==> src/rtl/proc_pkg.sv <==
// ---------------------------------------------------------------------------
// proc_pkg
//   Shared definitions for the 4-bit processor core: sequencer state
//   encoding, instruction field positions, opcode constants and a helper
//   that recognises the HALT instruction word.
// ---------------------------------------------------------------------------
package proc_pkg;

  // Sequencer states, in the order an instruction walks through them
  typedef enum logic [2:0] {
    IDLE   = 3'd0,
    FETCH  = 3'd1,
    DECODE = 3'd2,
    EXEC   = 3'd3,
    WB     = 3'd4,
    HALT   = 3'd5
  } state_t;

  // Instruction word layout: [11:8] opcode, [7:6] rd, [5:4] rs, [3:0] imm
  localparam int OPC_MSB = 11;
  localparam int OPC_LSB = 8;
  localparam int RD_MSB  = 7;
  localparam int RD_LSB  = 6;
  localparam int RS_MSB  = 5;
  localparam int RS_LSB  = 4;
  localparam int IMM_MSB = 3;
  localparam int IMM_LSB = 0;

  // Opcode 0000 is NOP, except the one exact word 0x00F which is HALT
  localparam logic [3:0] OP_NOP   = 4'b0000;
  localparam logic [3:0] HALT_IMM = 4'hF;

  // HALT needs every field to match, so NOPs with other rd/rs/imm still retire
  function automatic logic is_halt(input logic [11:0] word);
    return (word[OPC_MSB:OPC_LSB] == OP_NOP) &&
           (word[RD_MSB:RD_LSB]   == 2'b00)  &&
           (word[RS_MSB:RS_LSB]   == 2'b00)  &&
           (word[IMM_MSB:IMM_LSB] == HALT_IMM);
  endfunction

endpackage

==> src/rtl/instr_sequencer.sv <==
// ---------------------------------------------------------------------------
// instr_sequencer
//   Multi-cycle FETCH-DECODE-EXEC-WB sequencer for the 4-bit core. Fetches
//   instruction words over a req/ack handshake, presents the opcode to the
//   external control decoder, registers the decoder's controls and drives the
//   register-file addresses, immediate and one-cycle write strobe. Owns the PC
//   and a saturating count of retired instructions.
//
// Ports
//   clk, rst_n               clock (rising edge), async active-low reset
//   run                      1 = keep executing, 0 = stop after current instr
//   imem_req/imem_addr       fetch request and address (address = pc)
//   imem_ack/imem_rdata      fetch completion and instruction word
//   opcode_o                 latched opcode to the control decoder
//   dec_reg_write/alu_src/alu_op  decoder outputs (combinational from opcode_o)
//   alu_op_o/alu_src_o/imm_o ALU controls and immediate
//   rf_raddr_a/b, rf_waddr   register-file addresses (rd, rs, rd)
//   rf_we                    register-file write strobe, high for WB only
//   pc_o                     current program counter
//   busy/halted              status: busy outside IDLE/HALT, halted in HALT
//   retired_cnt              instructions completed, saturating
// ---------------------------------------------------------------------------
module instr_sequencer
  import proc_pkg::*;
#(
  parameter int PC_W    = 8,
  parameter int INSTR_W = 12,
  parameter int CNT_W   = 16
) (
  input  logic               clk,
  input  logic               rst_n,
  input  logic               run,
  output logic               imem_req,
  output logic [PC_W-1:0]    imem_addr,
  input  logic               imem_ack,
  input  logic [INSTR_W-1:0] imem_rdata,
  output logic [3:0]         opcode_o,
  input  logic               dec_reg_write,
  input  logic               dec_alu_src,
  input  logic [3:0]         dec_alu_op,
  output logic [3:0]         alu_op_o,
  output logic               alu_src_o,
  output logic [3:0]         imm_o,
  output logic [1:0]         rf_raddr_a,
  output logic [1:0]         rf_raddr_b,
  output logic [1:0]         rf_waddr,
  output logic               rf_we,
  output logic [PC_W-1:0]    pc_o,
  output logic               busy,
  output logic               halted,
  output logic [CNT_W-1:0]   retired_cnt
);

  state_t             state;
  logic [PC_W-1:0]    pc;
  logic [INSTR_W-1:0] instr_q;
  logic               reg_write_q;

  // The instruction register only loads in FETCH, so every field derived from
  // it is steady from DECODE through WB, including the cycle rf_we is high.
  assign opcode_o   = instr_q[OPC_MSB:OPC_LSB];
  assign imm_o      = instr_q[IMM_MSB:IMM_LSB];
  assign rf_raddr_a = instr_q[RD_MSB:RD_LSB];
  assign rf_raddr_b = instr_q[RS_MSB:RS_LSB];
  assign rf_waddr   = instr_q[RD_MSB:RD_LSB];
  assign imem_addr  = pc;
  assign pc_o       = pc;

  // Single FSM process: every status and strobe output is set on the edge
  // that enters the state it belongs to, so they are all plain flops.
  // imem_req is a flop cleared by the async reset, which is what makes it
  // drop immediately when reset hits in the middle of a fetch.
  always_ff @(posedge clk or negedge rst_n) begin
    if (!rst_n) begin
      state       <= IDLE;
      pc          <= '0;
      instr_q     <= '0;
      alu_op_o    <= '0;
      alu_src_o   <= 1'b0;
      reg_write_q <= 1'b0;
      retired_cnt <= '0;
      imem_req    <= 1'b0;
      rf_we       <= 1'b0;
      busy        <= 1'b0;
      halted      <= 1'b0;
    end else begin
      case (state)
        IDLE: begin
          if (run) begin
            state    <= FETCH;
            imem_req <= 1'b1;
            busy     <= 1'b1;
          end
        end

        // Ack is only looked at here, so a stray ack with no request is ignored
        FETCH: begin
          if (imem_ack) begin
            instr_q  <= imem_rdata;
            imem_req <= 1'b0;
            state    <= DECODE;
          end
        end

        DECODE: begin
          alu_op_o    <= dec_alu_op;
          alu_src_o   <= dec_alu_src;
          reg_write_q <= dec_reg_write;
          if (is_halt(instr_q[11:0])) begin
            state  <= HALT;
            halted <= 1'b1;
            busy   <= 1'b0;
          end else begin
            state <= EXEC;
          end
        end

        EXEC: begin
          state <= WB;
          rf_we <= reg_write_q;
        end

        WB: begin
          rf_we <= 1'b0;
          pc    <= pc + PC_W'(1);
          if (retired_cnt != {CNT_W{1'b1}}) begin
            retired_cnt <= retired_cnt + CNT_W'(1);
          end
          if (run) begin
            state    <= FETCH;
            imem_req <= 1'b1;
          end else begin
            state <= IDLE;
            busy  <= 1'b0;
          end
        end

        // PC is left pointing at the HALT word, so the next run refetches it
        HALT: begin
          if (!run) begin
            state  <= IDLE;
            halted <= 1'b0;
          end
        end

        default: begin
          state    <= IDLE;
          imem_req <= 1'b0;
          rf_we    <= 1'b0;
          busy     <= 1'b0;
          halted   <= 1'b0;
        end
      endcase
    end
  end

endmodule
==> config.mk <==
export PLATFORM = sky130hd
export DESIGN_NAME = instr_sequencer
export DESIGN_NICKNAME = d
export VERILOG_FILES = /design/src/rtl/proc_pkg.sv /design/src/rtl/instr_sequencer.sv
export SDC_FILE = /design/constraint.sdc
export NUM_CORES = 1
export LEC_CHECK = 0
export ABC_AREA = 1
export CORE_MARGIN = 2
export CORE_UTILIZATION = 47
export DETAILED_ROUTE_END_ITERATION = 12
export PLACE_DENSITY = 0.77
export REMOVE_ABC_BUFFERS = 1
export SLEW_MARGIN = 10
export SYNTH_ARGS = -nofsm -noshare
export SYNTH_HDL_FRONTEND = slang
export SYNTH_SLANG_ARGS = --single-unit
==> constraint.sdc <==
create_clock -name clk -period 1.8 [get_ports clk]
set_input_delay 0.27 -clock clk [delete_from_list [all_inputs] [get_ports clk]]
set_output_delay 0.27 -clock clk [all_outputs]
set_load 0.03 [all_outputs]
==> results <==
- The most used flip-flop cell after synthesis is sky130_fd_sc_hd__dfrtp_1.
- The critical path in this run is classified as register to primary output.
- The last weighted congestion value of the routability-driven placer is just under 1.
- The TritonCTS clock tree is yes.
- By count the netlist is led by sky130_fd_sc_hd__nand2_1 (131), sky130_fd_sc_hd__dfrtp_1 (49), sky130_fd_sc_hd__nand3_1 (28).
- The number of enable-type register cells in the synthesized netlist is 0.
- Clock-pin slew was measured on the worst setup and hold paths at roughly 90 ps.
- The worst setup path is captured at a primary output.
- The largest single stage delay on the critical path is ~710 ps.
- The detailed-route vias per instance is between 4 and 5.
- The worst setup skew after layout is between 10 and 15 ps.
- The largest delay contributor family on the critical path is buffers and inverters.
- The starting density of the core is 0.4940.
- The average wire per standard cell is 11.79 µm.
- The worst flop-to-flop path startpoint is retired_cnt[0].
- Counting distinct cell types in the post-synthesis netlist gives 27.
- At the pin with the least slew margin, the transition time is 378.5 ps.
- The run finished with clean final reports.
- The worst-case IR drop observed on VDD is 1004 µV.
- A synthesized cell averages 8.035 µm².
- The Yosys step of the flow raised 0 warnings.
- The post-synthesis cell count is 320.
- The number of cells on the worst reg-to-reg path is 7.
- In the final timing run, aggregate negative setup slack is 0 ps.
- The highest-delay cell along the critical path is sky130_fd_sc_hd__clkdlybuf4s50_1.
- The total via count in the routed design is 2214.
- For this run, design rule violations remaining after detail routing come to 0.
- The die is just under 80 µm wide.
- Setup repair after global routing left no endpoint under its margin.
- The worst setup path is launched from a register.
- The total CTS buffers is 5.
- The H-tree was split into 2 levels.
- The max-slew violation total from the final report is 0.
- The total half-perimeter wirelength after legalization and detailed placement is 4148 µm.
- The count of TritonRoute iterations in the first routing pass is 4.
- The core region is about 0.0052 mm².
- The cell at the root of the clock tree is sky130_fd_sc_hd__clkbuf_8.
- The area added between synthesis and finish is 34.74%.
- The number of buffers and inverters on the critical path is 1.
- The initial antenna violation count came to 0.
- The synthesized design spends more area on one cell type than any other, namely sky130_fd_sc_hd__dfrtp_1.
- The number of routed nets with antenna violations is 0.
- The leakage power is between 1.5 and 2 nW.
- The via count of the first global-routing pass was 2158.
- For this run, asynchronously set or reset flops after synthesis account for 1.000.
- For this design the ratio of total power to cell area is ~1400 mW/mm².
- The critical path goes through clkdlybuf4s50_1.
- The total length of routed wires is between 5000 and 6000 µm.
- The class of the worst hold path is input pin to async pin.
- STA puts the critical path data required time at ~1500 ps.
- The largest net degree at the start of global routing is 28.
- Summing every instance area after synthesis gives 0.002571 mm².
- The number of buffers between clock root and the deepest sink is 2.
- The endpoint arrival time on the critical path is between 1000 and 1500 ps.
- The clock drives just under 50 sinks.
- After filler insertion, the fill cell instance count of the layout stands at 438.
- The most common cell in the synthesized netlist is sky130_fd_sc_hd__nand2_1.
- The clock latency of the later-clocked register in the worst-skew pair is 310 ps.
- Along the worst path, the maximum fanout reaches 5.
- The port buffer count is 76.
- By area the synthesized netlist is led by sky130_fd_sc_hd__dfrtp_1 (48%), sky130_fd_sc_hd__nand2_1 (19%), sky130_fd_sc_hd__nand3_1 (5.5%).
- The worst register-to-register path ends at retired_cnt[10].
- The number of nets in the final layout is 417.
- The fraction of synthesized cell area taken by the top area cell type is 0.4769.
- The number of cell rows is 26.
- In the final layout, the share of cells above drive strength 1 is 0.08906.
- The aggregate global-route resource usage is 0.1921.
- The share of the Yosys chip area taken by registers is 0.4769.
- The final-report hold violation count was 0.
- The period utilization is 0.9734.
- The buffer count from post-CTS setup fixing is 0.
- The fmax is about 0.57 GHz.
- The first global-routing pass estimated roughly 9500 µm of wire.
- Hold timing on the final database bottoms out at a slack of approximately 390 ps.
- The total congestion overflow after global routing is 0.
- Measured against its own limit, the worst slew margin works out to 0.7471.
- The synthesized design contains about 50 register bits.
- After the first detailed-routing iteration, the DRC count stood at between 100 and 150.
- The die area is around 0.0061 mm².
- Measured along the y axis, the die boundary spans a little under 80 µm.
- The number of violations of the max-capacitance limit is 0.
- Setup violations remaining at the end of the flow were counted as 0.
- The design draws 5.015 mW.
- The repair_antennas step left the layout with diodes totalling 0.
- For this design the top-level I/O count stands at 77.
- Subtracting the final worst setup slack from the clock period gives approximately 1800 ps.
- Across all register-to-register paths, the minimum setup slack is about 230 ps.
-- layout by cell type (no fill, tap or decap), types with 2 or more instances in the layout --
cell type,count
sky130_fd_sc_hd__dfrtp_1,49
sky130_fd_sc_hd__nor2_4,3
sky130_fd_sc_hd__nor3_2,2
sky130_fd_sc_hd__dlymetal6s2s_1,3
sky130_fd_sc_hd__nor2_1,20
sky130_fd_sc_hd__nand3_1,28
sky130_fd_sc_hd__nand3_4,2
sky130_fd_sc_hd__o21ai_0,4
sky130_fd_sc_hd__nor2_2,4
sky130_fd_sc_hd__ha_1,2
sky130_fd_sc_hd__nor3_1,3
sky130_fd_sc_hd__clkdlybuf4s50_1,72
sky130_fd_sc_hd__clkbuf_8,5
sky130_fd_sc_hd__nand4_1,5
sky130_fd_sc_hd__o211ai_1,2
sky130_fd_sc_hd__buf_4,3
sky130_fd_sc_hd__xor2_1,6
sky130_fd_sc_hd__inv_2,6
sky130_fd_sc_hd__a21oi_1,3
sky130_fd_sc_hd__nand2_1,131
sky130_fd_sc_hd__xnor2_1,10
sky130_fd_sc_hd__nand2_2,4
sky130_fd_sc_hd__inv_1,17
-- worst max-delay path by stage --
stage / from / to / slack, ps / cells after the start
detailed placement: retired_cnt[0] / retired_cnt[10] / 260 / 7
global placement: retired_cnt[0] / retired_cnt[10] / 300 / 7
CTS: retired_cnt[3] / retired_cnt[3] / 7 / 1
floorplan: imem_addr[0] / imem_addr[6] / 160 / 8
finish: retired_cnt[6] / retired_cnt[6] / 50 / 1
global route: retired_cnt[5] / retired_cnt[5] / 2 / 1
-- worst reg2reg max path, delay by kind of cell (launching register included) --
family / cells / cell delay (ps)
flip-flops: 1 / 430
AND/OR/NAND/NOR: 6 / 770
adder cells (fa/ha/maj): 1 / 260
-- cell families (layout without fill, tap and decap cells) --
kind of cell / Yosys count / in the layout / share of synthesized area
buffers and inverters: 39 / 112 / 0.08029
and+or+nand+nor: 204 / 204 / 0.3572
xor gates and xnor gates: 16 / 16 / 0.05450
adders and majority gates: 2 / 2 / 0.009731
AOI/OAI and AO/OA: 10 / 10 / 0.02141
DFF: 49 / 49 / 0.4769
-- metrics by stage --
stage	instances	area (µm²)	setup slack [ps]	util
2_1_floorplan	305	2457	155.5	-
3_3_place_gp	455	3343	303.4	0.6423
3_5_place_dp	455	3343	257.2	0.6423
4_1_cts	463	3457	6.732	0.6642
5_1_grt	463	3465	2.333	0.6656
6_report	463	3465	47.81	0.6656
-- registers in the layout, summed over array words and instances (netlist names) --
signal / flops
rf_we: 1
state: 3
alu_op_o: 4
instr_q: 12
alu_src_o: 1
retired_cnt: 16
busy: 1
halted: 1
imem_req: 1
reg_write_q: 1
imem_addr: 8
-- per-layer routing --
layer / vias up / GRT usage / share of wire
met3: 9 / 0.05116 / 0.055
met4: 0 / 0.05088 / 0.013
met5: - / 0 / 0
li1: 1133 / - / -
met2: 75 / 0.3379 / 0.50
met1: 997 / 0.2323 / 0.44
-- where the power goes --
group	internal [mW]	switching, mW
registers	1.43	0.317
logic	0.972	1.53
clock network	0.404	0.357
total	2.81	2.20
-- repair_timing --
action                     CTS  global route
hold buffers                 1             0
setup endpoints to repair    0             3
hold endpoints to repair    12             0
gates resized for setup      0             3
-- layout make-up --
class                           instances  area [µm²]  area share
Clock buffer                            5       68.82     0.01986
Timing Repair Buffer                   81       815.8      0.2355
Clock inverter                          2       35.03     0.01011
Inverter                               24       92.59     0.02672
Sequential cell                        49        1226      0.3539
Tap cell                               70       87.58     0.02528
Multi-Input combinational cell        232        1139      0.3286
Note: power is estimated with default switching activity, not from simulation.
